[config.mk]
export PLATFORM = sky130hd
export DESIGN_NAME = instr_fetch
export DESIGN_NICKNAME = d
export VERILOG_FILES = /design/src/rtl/instr_fetch.sv
export SDC_FILE = /design/constraint.sdc
export NUM_CORES = 1
export LEC_CHECK = 0
export CAP_MARGIN = 10
export CELL_PAD_IN_SITES_DETAIL_PLACEMENT = 0
export CELL_PAD_IN_SITES_GLOBAL_PLACEMENT = 1
export CORE_MARGIN = 2
export CORE_UTILIZATION = 45
export CTS_BUF_LIST = sky130_fd_sc_hd__clkbuf_2 sky130_fd_sc_hd__clkbuf_4 sky130_fd_sc_hd__clkbuf_8
export CTS_CLUSTER_SIZE = 40
export DETAILED_ROUTE_END_ITERATION = 7
export PLACE_DENSITY = 0.77
export SLEW_MARGIN = 20
export SYNTH_ARGS = -nofsm -noshare
export SYNTH_HDL_FRONTEND = slang
export SYNTH_SLANG_ARGS = --single-unit
[constraint.sdc]
create_clock -name clk -period 2.73 [get_ports clk]
set_clock_uncertainty 0.2 [all_clocks]
set_input_delay 0.546 -clock clk [delete_from_list [all_inputs] [get_ports clk]]
set_output_delay 0.546 -clock clk [all_outputs]
set_load 0.01 [all_outputs]
[src/rtl/instr_fetch.sv]
`default_nettype none
// ============================================================================
//  Module      : instr_fetch
//  Description : Instruction source for the 8-bit CPU. Holds program memory,
//                runs the PC and presents {op, imm} over a valid/ready
//                handshake. Resolves JMP/JNC locally using the ALU carry.
//                Program memory is byte-loaded while execution is stopped.
//  Revision    : 1.0 - initial release
// ============================================================================
module instr_fetch #(
    parameter int         ADDR_W = 4,
    parameter logic [3:0] JMP_OP = 4'hF,
    parameter logic [3:0] JNC_OP = 4'hE
) (
    input  logic              clk,
    input  logic              reset,
    input  logic              run,
    input  logic              halt_req,
    input  logic              ld_valid,
    output logic              ld_ready,
    input  logic [ADDR_W-1:0] ld_addr,
    input  logic [7:0]        ld_data,
    output logic [3:0]        op,
    output logic [3:0]        imm,
    output logic              instr_valid,
    input  logic              instr_ready,
    input  logic              carry,
    output logic [ADDR_W-1:0] pc,
    output logic [1:0]        state
);

    localparam int          c_depth = 1 << ADDR_W;
    localparam [ADDR_W-1:0] c_pc_one = ADDR_W'(1);

    typedef enum logic [1:0] {
        IDLE  = 2'b00,
        FETCH = 2'b01,
        HOLD  = 2'b10,
        HALT  = 2'b11
    } state_t;

    state_t            r_state;
    logic [ADDR_W-1:0] r_pc;
    logic [3:0]        r_op;
    logic [3:0]        r_imm;
    logic              r_valid;
    logic [7:0]        r_mem [c_depth];

    logic              w_ld_ready;
    logic              w_ld_we;
    logic              w_take_jump;
    logic [ADDR_W-1:0] w_target;
    logic [ADDR_W-1:0] w_next_pc;

    // Jump target: immediate adapted to the PC width (zero-extend or truncate)
    generate
        if (ADDR_W > 4) begin : g_tgt_ext
            assign w_target = {{(ADDR_W-4){1'b0}}, r_imm};
        end else if (ADDR_W == 4) begin : g_tgt_eq
            assign w_target = r_imm;
        end else begin : g_tgt_trunc
            assign w_target = r_imm[ADDR_W-1:0];
        end
    endgenerate

    // Load port only open while execution is stopped
    assign w_ld_ready = (r_state == IDLE) || (r_state == HALT);
    assign w_ld_we    = ld_valid && w_ld_ready;

    // Branch resolution on the instruction currently presented
    assign w_take_jump = (r_op == JMP_OP) || ((r_op == JNC_OP) && !carry);
    assign w_next_pc   = w_take_jump ? w_target : (r_pc + c_pc_one);

    // Program memory write port (contents survive reset)
    always_ff @(posedge clk) begin
        if (w_ld_we) begin
            r_mem[ld_addr] <= ld_data;
        end
    end

    // Fetch FSM: PC sequencing, registered memory read and handshake
    always_ff @(posedge clk) begin
        if (reset) begin
            r_state <= IDLE;
            r_pc    <= '0;
            r_op    <= '0;
            r_imm   <= '0;
            r_valid <= 1'b0;
        end else begin
            case (r_state)
                IDLE, HALT: begin
                    r_valid <= 1'b0;
                    if (run) begin
                        r_pc    <= '0;
                        r_state <= FETCH;
                    end
                end
                FETCH: begin
                    if (halt_req) begin
                        r_state <= HALT;
                    end else begin
                        {r_op, r_imm} <= r_mem[r_pc];
                        r_valid       <= 1'b1;
                        r_state       <= HOLD;
                    end
                end
                HOLD: begin
                    if (instr_ready) begin
                        // Accepted: advance PC even if a halt arrives with it
                        r_pc    <= w_next_pc;
                        r_valid <= 1'b0;
                        r_state <= halt_req ? HALT : FETCH;
                    end else if (halt_req) begin
                        // Discard the pending instruction, PC unchanged
                        r_valid <= 1'b0;
                        r_state <= HALT;
                    end
                end
                default: r_state <= IDLE;
            endcase
        end
    end

    assign ld_ready    = w_ld_ready;
    assign op          = r_op;
    assign imm         = r_imm;
    assign instr_valid = r_valid;
    assign pc          = r_pc;
    assign state       = r_state;

endmodule
`default_nettype wire

==> results of run 1 <==
## cells in the final DEF (no fill, tap or decap), types with 8 or more instances in the layout
master / n
edfxtp_1: 128
clkdlybuf4s50_1: 34
mux4_2: 23
buf_4: 20
nor2_1: 17
clkbuf_8: 17
dfxtp_1: 15
nand2_1: 10
mux4_1: 9
mux2_2: 8
a221o_1: 8
## through the flow
stage | std cells | cell area (um2)
after floorplan | 295 | 5680
after global placement | 509 | 6350
after detailed placement | 509 | 6350
after CTS | 541 | 6740
after global routing | 541 | 6740
final | 541 | 6740
## per-layer routing
layer  up-vias  GRT usage, %  wire (um)
met3        12          4.26        500
met1      1464          23.8       5030
li1       1347             -          -
met2        75          28.1       5360
met4         0          6.67        136
met5         -             0          0
## repair_timing
action                                  in CTS  in global routing
endpoints found under the setup margin       0                  1
resized for setup                            0                  1
buffers inserted                             0                  0
## power breakdown
group | leakage, nW | internal [mW] | switching [mW] | total, mW
clock network | 0.189 | 0.833 | 0.770 | 1.60
registers | 1.28 | 2.45 | 0.0343 | 2.49
logic | 0.669 | 0.238 | 0.270 | 0.508
total | 2.13 | 3.52 | 1.07 | 4.60
## cells by family after synthesis
group / Yosys count / share of synthesized area, %
buf+inv: 17 / 1.56
fa+ha+maj: 3 / 0.661
compound gates: 36 / 5.04
simple gates: 55 / 4.78
mux: 41 / 15.0
flops: 143 / 72.9
## state kept, by name, indices dropped and copies added, names as in the netlist
signal       cells
r_mem          128
imm              4
state            2
op               4
pc               4
instr_valid      1
## worst paths after layout
kind	slack, ps	end	from
worst max-delay path	130	ld_ready	state[0]
worst min-delay path	300	instr_valid	instr_valid
worst max register to register	520	imm[3]	pc[0]
worst min register to register	300	instr_valid	instr_valid
## area by class of cell
cell class | instances | area (um2) | area share [%]
clock buffer | 19 | 249 | 3.69
clock inverter | 13 | 140 | 2.08
inverter | 3 | 11.3 | 0.167
multi-input combinational | 135 | 1450 | 21.5
sequential | 143 | 4140 | 61.5
tap | 172 | 215 | 3.19
timing repair buffer | 56 | 531 | 7.87
## worst max-delay path, stage by stage, from the launching register on
cell	delay, ps
dfxtp_1	350
inv_1	70
ha_2	430
clkdlybuf4s50_1	570
==> flow_metrics.tcl, run 1 <==
set metrics [dict create \
    status "finished, final reports clean" \
    leakage_nw 2.13 \
    total_power_mw 4.60 \
    hold_slack_ps 301 \
    routed_wl_um 11000 \
    cp.arrival_ps 1850 \
    clk_pin_slew_ps 70 \
    portBuffers 34 \
    nFillCells 954 \
    grt_pass1_vias 2873 \
    die-area_um2 13500 \
    synth_top_cell_area_share_pct 67.6 \
    max_freq_ghz 0.385 \
    tightest_slew_ps 852 \
    ys_ff_latch 143 \
    synthesis.nets 317 \
    endpoint_kind "output port" \
    core_um2 12500 \
    pre_cts_slack_ps 329 \
    drc 0 \
    finalMaxSlewViolations 0 \
    rsz0062_at_grt "no" \
    pin_count 35 \
    num_rows 41 \
    path_max_fanout 6 \
    yosys.area.top_type "edfxtp_1" \
    cts_sinks 143 \
    start_util_pct 45.6 \
    synth_warnings 0 \
    syn-cell-area_um2 5680 \
    required_ps 1980 \
    synthesis.area_per_instance_um2 19.3 \
    die_height_um 116 \
    dr.pass1.iters 4 \
    cts_buffers 17 \
    worst-r2r-cell-count 4 \
    cts_tree "built" \
    die_w_um 116 \
    cts_hold_buf 0 \
    clockBufferDepth 2 \
    ys_types 39 \
    synthCells 295 \
    synth_area_leaders "edfxtp_1 (68%), mux4_2 (9.1%), dfxtp_1 (5.3%)" \
    drt_iter0_markers 244 \
    nets 378 \
    htree_levels 4 \
    hold_path.class "reg2reg" \
    slew_headroom_pct 42.8 \
    grt_pass1_wl_um 16600 \
    grt_usage_pct 17.6 \
    fin_tns_setup_ps 0 \
    hold_viol 0 \
    period_needed_ps 2600 \
    yosysMostFrequentCell "edfxtp_1" \
    syn2layout_area_growth_pct 18.6 \
    worst-setup-path-type "reg2out" \
    ir_worst_vdd_mv 0.276 \
    synth-edff-count 128 \
    setup.worst_path.start_class "flop" \
    via_per_inst 5.36 \
    yosysSeqAreaShare_pct 72.9 \
    dp_hpwl_um 7370 \
    drive_gt1_share_pct 23.3 \
    synthArstFlopShare_pct 0 \
    whs_path_depth 2 \
    ys.flop_type "edfxtp_1" \
    worst_slack_ps 134 \
    power_per_cell_area_nw_per_um2 682 \
    grt.overflow.total 0 \
    ant_nets 0 \
    vias 2898 \
    antennaDiodeCount 0 \
    layout_worst_path_cycle_share_pct 95.1 \
    grt_max_degree 33 \
    setup_violations 0 \
    gp_congestion 0.793 \
    insertion_delay_ps 430 \
    cts_root_buffer "clkbuf_8" \
    wl_per_cell_um 20.4 \
    synth_common_cells "edfxtp_1 (128), mux4_2 (23), nor2_1 (17)" \
    antenna_found_initial 0 \
    maxCapViolCount 0 \
    fin_util_pct 54.1 \
]
Power figures use the tool's default switching activity.
==> inputs of run 2 (changes only) <==
- CORE_MARGIN: 2 -> 5
- CTS_CLUSTER_SIZE: 40 -> not set
==> run 2 against run 1 <==
Worst setup slack worse by 19 ps; clock power is 17% higher; non-clock buffer count stayed put; count of clock-buffer cells in the layout is 1 higher; die area is 11% higher; cell count stayed put; first-iteration DRC count is 6.6% lower; critical path depth stayed put; fmax is 0.74% lower; cell area is 0.96% higher; combinational power hardly changed; power is 5.8% higher; critical endpoint unchanged; largest cell class unchanged; highest routed layer unchanged.
==> flow_metrics.tcl, run 2 (synthesis gave the netlist of run 1 again) <==
set metrics [dict create \
    insertion_delay_ps 430 \
    ir_worst_vdd_mv 0.296 \
    die_height_um 122 \
    hold_viol 0 \
    drive_gt1_share_pct 23.3 \
    die-area_um2 15000 \
    dp_hpwl_um 7640 \
    start_util_pct 45.4 \
    syn2layout_area_growth_pct 19.8 \
    critPathTopFamily "buffers and inverters" \
    cts_tree "built" \
    cp_num_buf_inv 2 \
    clockBufferDepth 2 \
    r2r_setup_slack_ps 520 \
    grt_pass1_vias 3054 \
    power_per_cell_area_nw_per_um2 714 \
    grt_max_degree 33 \
    worst_slack_ps 115 \
    antenna_found_initial 0 \
    max_freq_ghz 0.382 \
    finalMaxSlewViolations 0 \
    required_ps 1980 \
    via_per_inst 5.52 \
    leakage_nw 2.18 \
    antennaDiodeCount 0 \
    tightest_slew_ps 881 \
    num_rows 41 \
    gp_congestion 0.834 \
    ctsResizeCount 0 \
    worst-setup-path-type "reg2out" \
    cts_hold_buf 0 \
    maxCapViolCount 0 \
    total_power_mw 4.86 \
    cts_buffers 17 \
    dr.pass1.iters 4 \
    largest_reg_flops 128 \
    final_cell_mix "edfxtp_1 (128), clkdlybuf4s50_1 (34), mux4_2 (23)" \
    rsz0062_at_grt "no" \
    nets 378 \
    cts_sinks 143 \
    drc 0 \
    pre_cts_slack_ps 230 \
    post_cts_buffers 0 \
    wl_met3_um 670 \
    cp.arrival_ps 1870 \
    crit_slowest_cell "clkdlybuf4s50_1" \
    htree_levels 4 \
    layout_worst_path_cycle_share_pct 95.8 \
    fin_tns_setup_ps 0 \
    setup.worst_path.start_class "flop" \
    wl_met2_um 5660 \
    die_w_um 122 \
    ant_nets 0 \
    clk_pin_slew_ps 80 \
    endpoint "ld_ready" \
    largest-register "r_mem" \
    grt.overflow.total 0 \
    crit_chain "inv_1 -> ha_2 -> clkdlybuf4s50_1" \
    vias 2985 \
    setup_violations 0 \
    pin_count 35 \
    grt_pass1_wl_um 17600 \
    rr_endpoint "r_mem[0][3]" \
    r2r_start "state[0]" \
    worst-r2r-cell-count 6 \
    cp-startpoint "state[0]" \
    core_um2 12500 \
    endpoint_kind "output port" \
    path_max_fanout 6 \
    slew_headroom_pct 40.8 \
    critPathMaxStageDelay_ps 570 \
    whs_path_depth 2 \
    layout_commonest_cell "edfxtp_1" \
    routed_wl_um 11300 \
    drt_iter0_markers 228 \
    status "finished, final reports clean" \
    wl_per_cell_um 21.0 \
    portBuffers 34 \
    routed.top_layer "met4" \
    drt-met1-wl_um 4880 \
    dp_cells 509 \
    post_layout_nonfiller_instances 541 \
    period_needed_ps 2610 \
    hold_path.class "reg2reg" \
    path_depth 3 \
    cts_root_buffer "clkbuf_8" \
    grt_usage_pct 16.5 \
]
run 2: changes by cell type in the layout (fill, tap and decap cells not counted):
cell	before	now
bufinv_16	2	5
clkinvlp_4	4	1
clkinv_2	3	5
inv_6	2	0
clkbuf_8	17	18
clkinv_4	2	1
run 2: how the worst min path moves through the flow:
stage / from / to / slack, ps
after floorplan: instr_valid / instr_valid / 300
after global placement: instr_valid / instr_valid / 280
after detailed placement: instr_valid / instr_valid / 270
after CTS: instr_valid / instr_valid / 280
after global routing: instr_valid / instr_valid / 310
final: instr_valid / instr_valid / 280
run 2: report_power, final:
group	switching (mW)	internal, mW	total (mW)
combinational	0.268	0.238	0.507
clock	0.743	1.13	1.87
sequential	0.0349	2.45	2.49
run 2: area by class of cell:
| class | instances | area (um2) |
|---|---|---|
| Fill cell | 1001 | 5710 |
| Sequential cell | 143 | 4140 |
| Multi-Input combinational cell | 135 | 1450 |
| Timing Repair Buffer | 56 | 531 |
| Clock buffer | 20 | 263 |
| Tap cell | 172 | 215 |
| Clock inverter | 12 | 191 |
| Inverter | 3 | 11.3 |
run 2: per-stage QoR:
step	util, %	area, um2	hold slack, ps
after detailed placement	50.7	6350	268
after CTS	54.4	6810	280
after global routing	54.4	6810	305
final	54.4	6810	280
after floorplan	-	5680	298
after global placement	50.7	6350	276
run 2: per-layer routing:
metal	global-route usage (%)	up-vias
met5	0	-
met4	5.81	0
met3	3.50	7
met2	26.5	113
met1	22.5	1515
li1	-	1350
run 2: worst min-delay path, stage by stage (launching register included):
cell and delay [ps]:
dfxtp_1 310, o21ai_0 60, a21oi_1 60
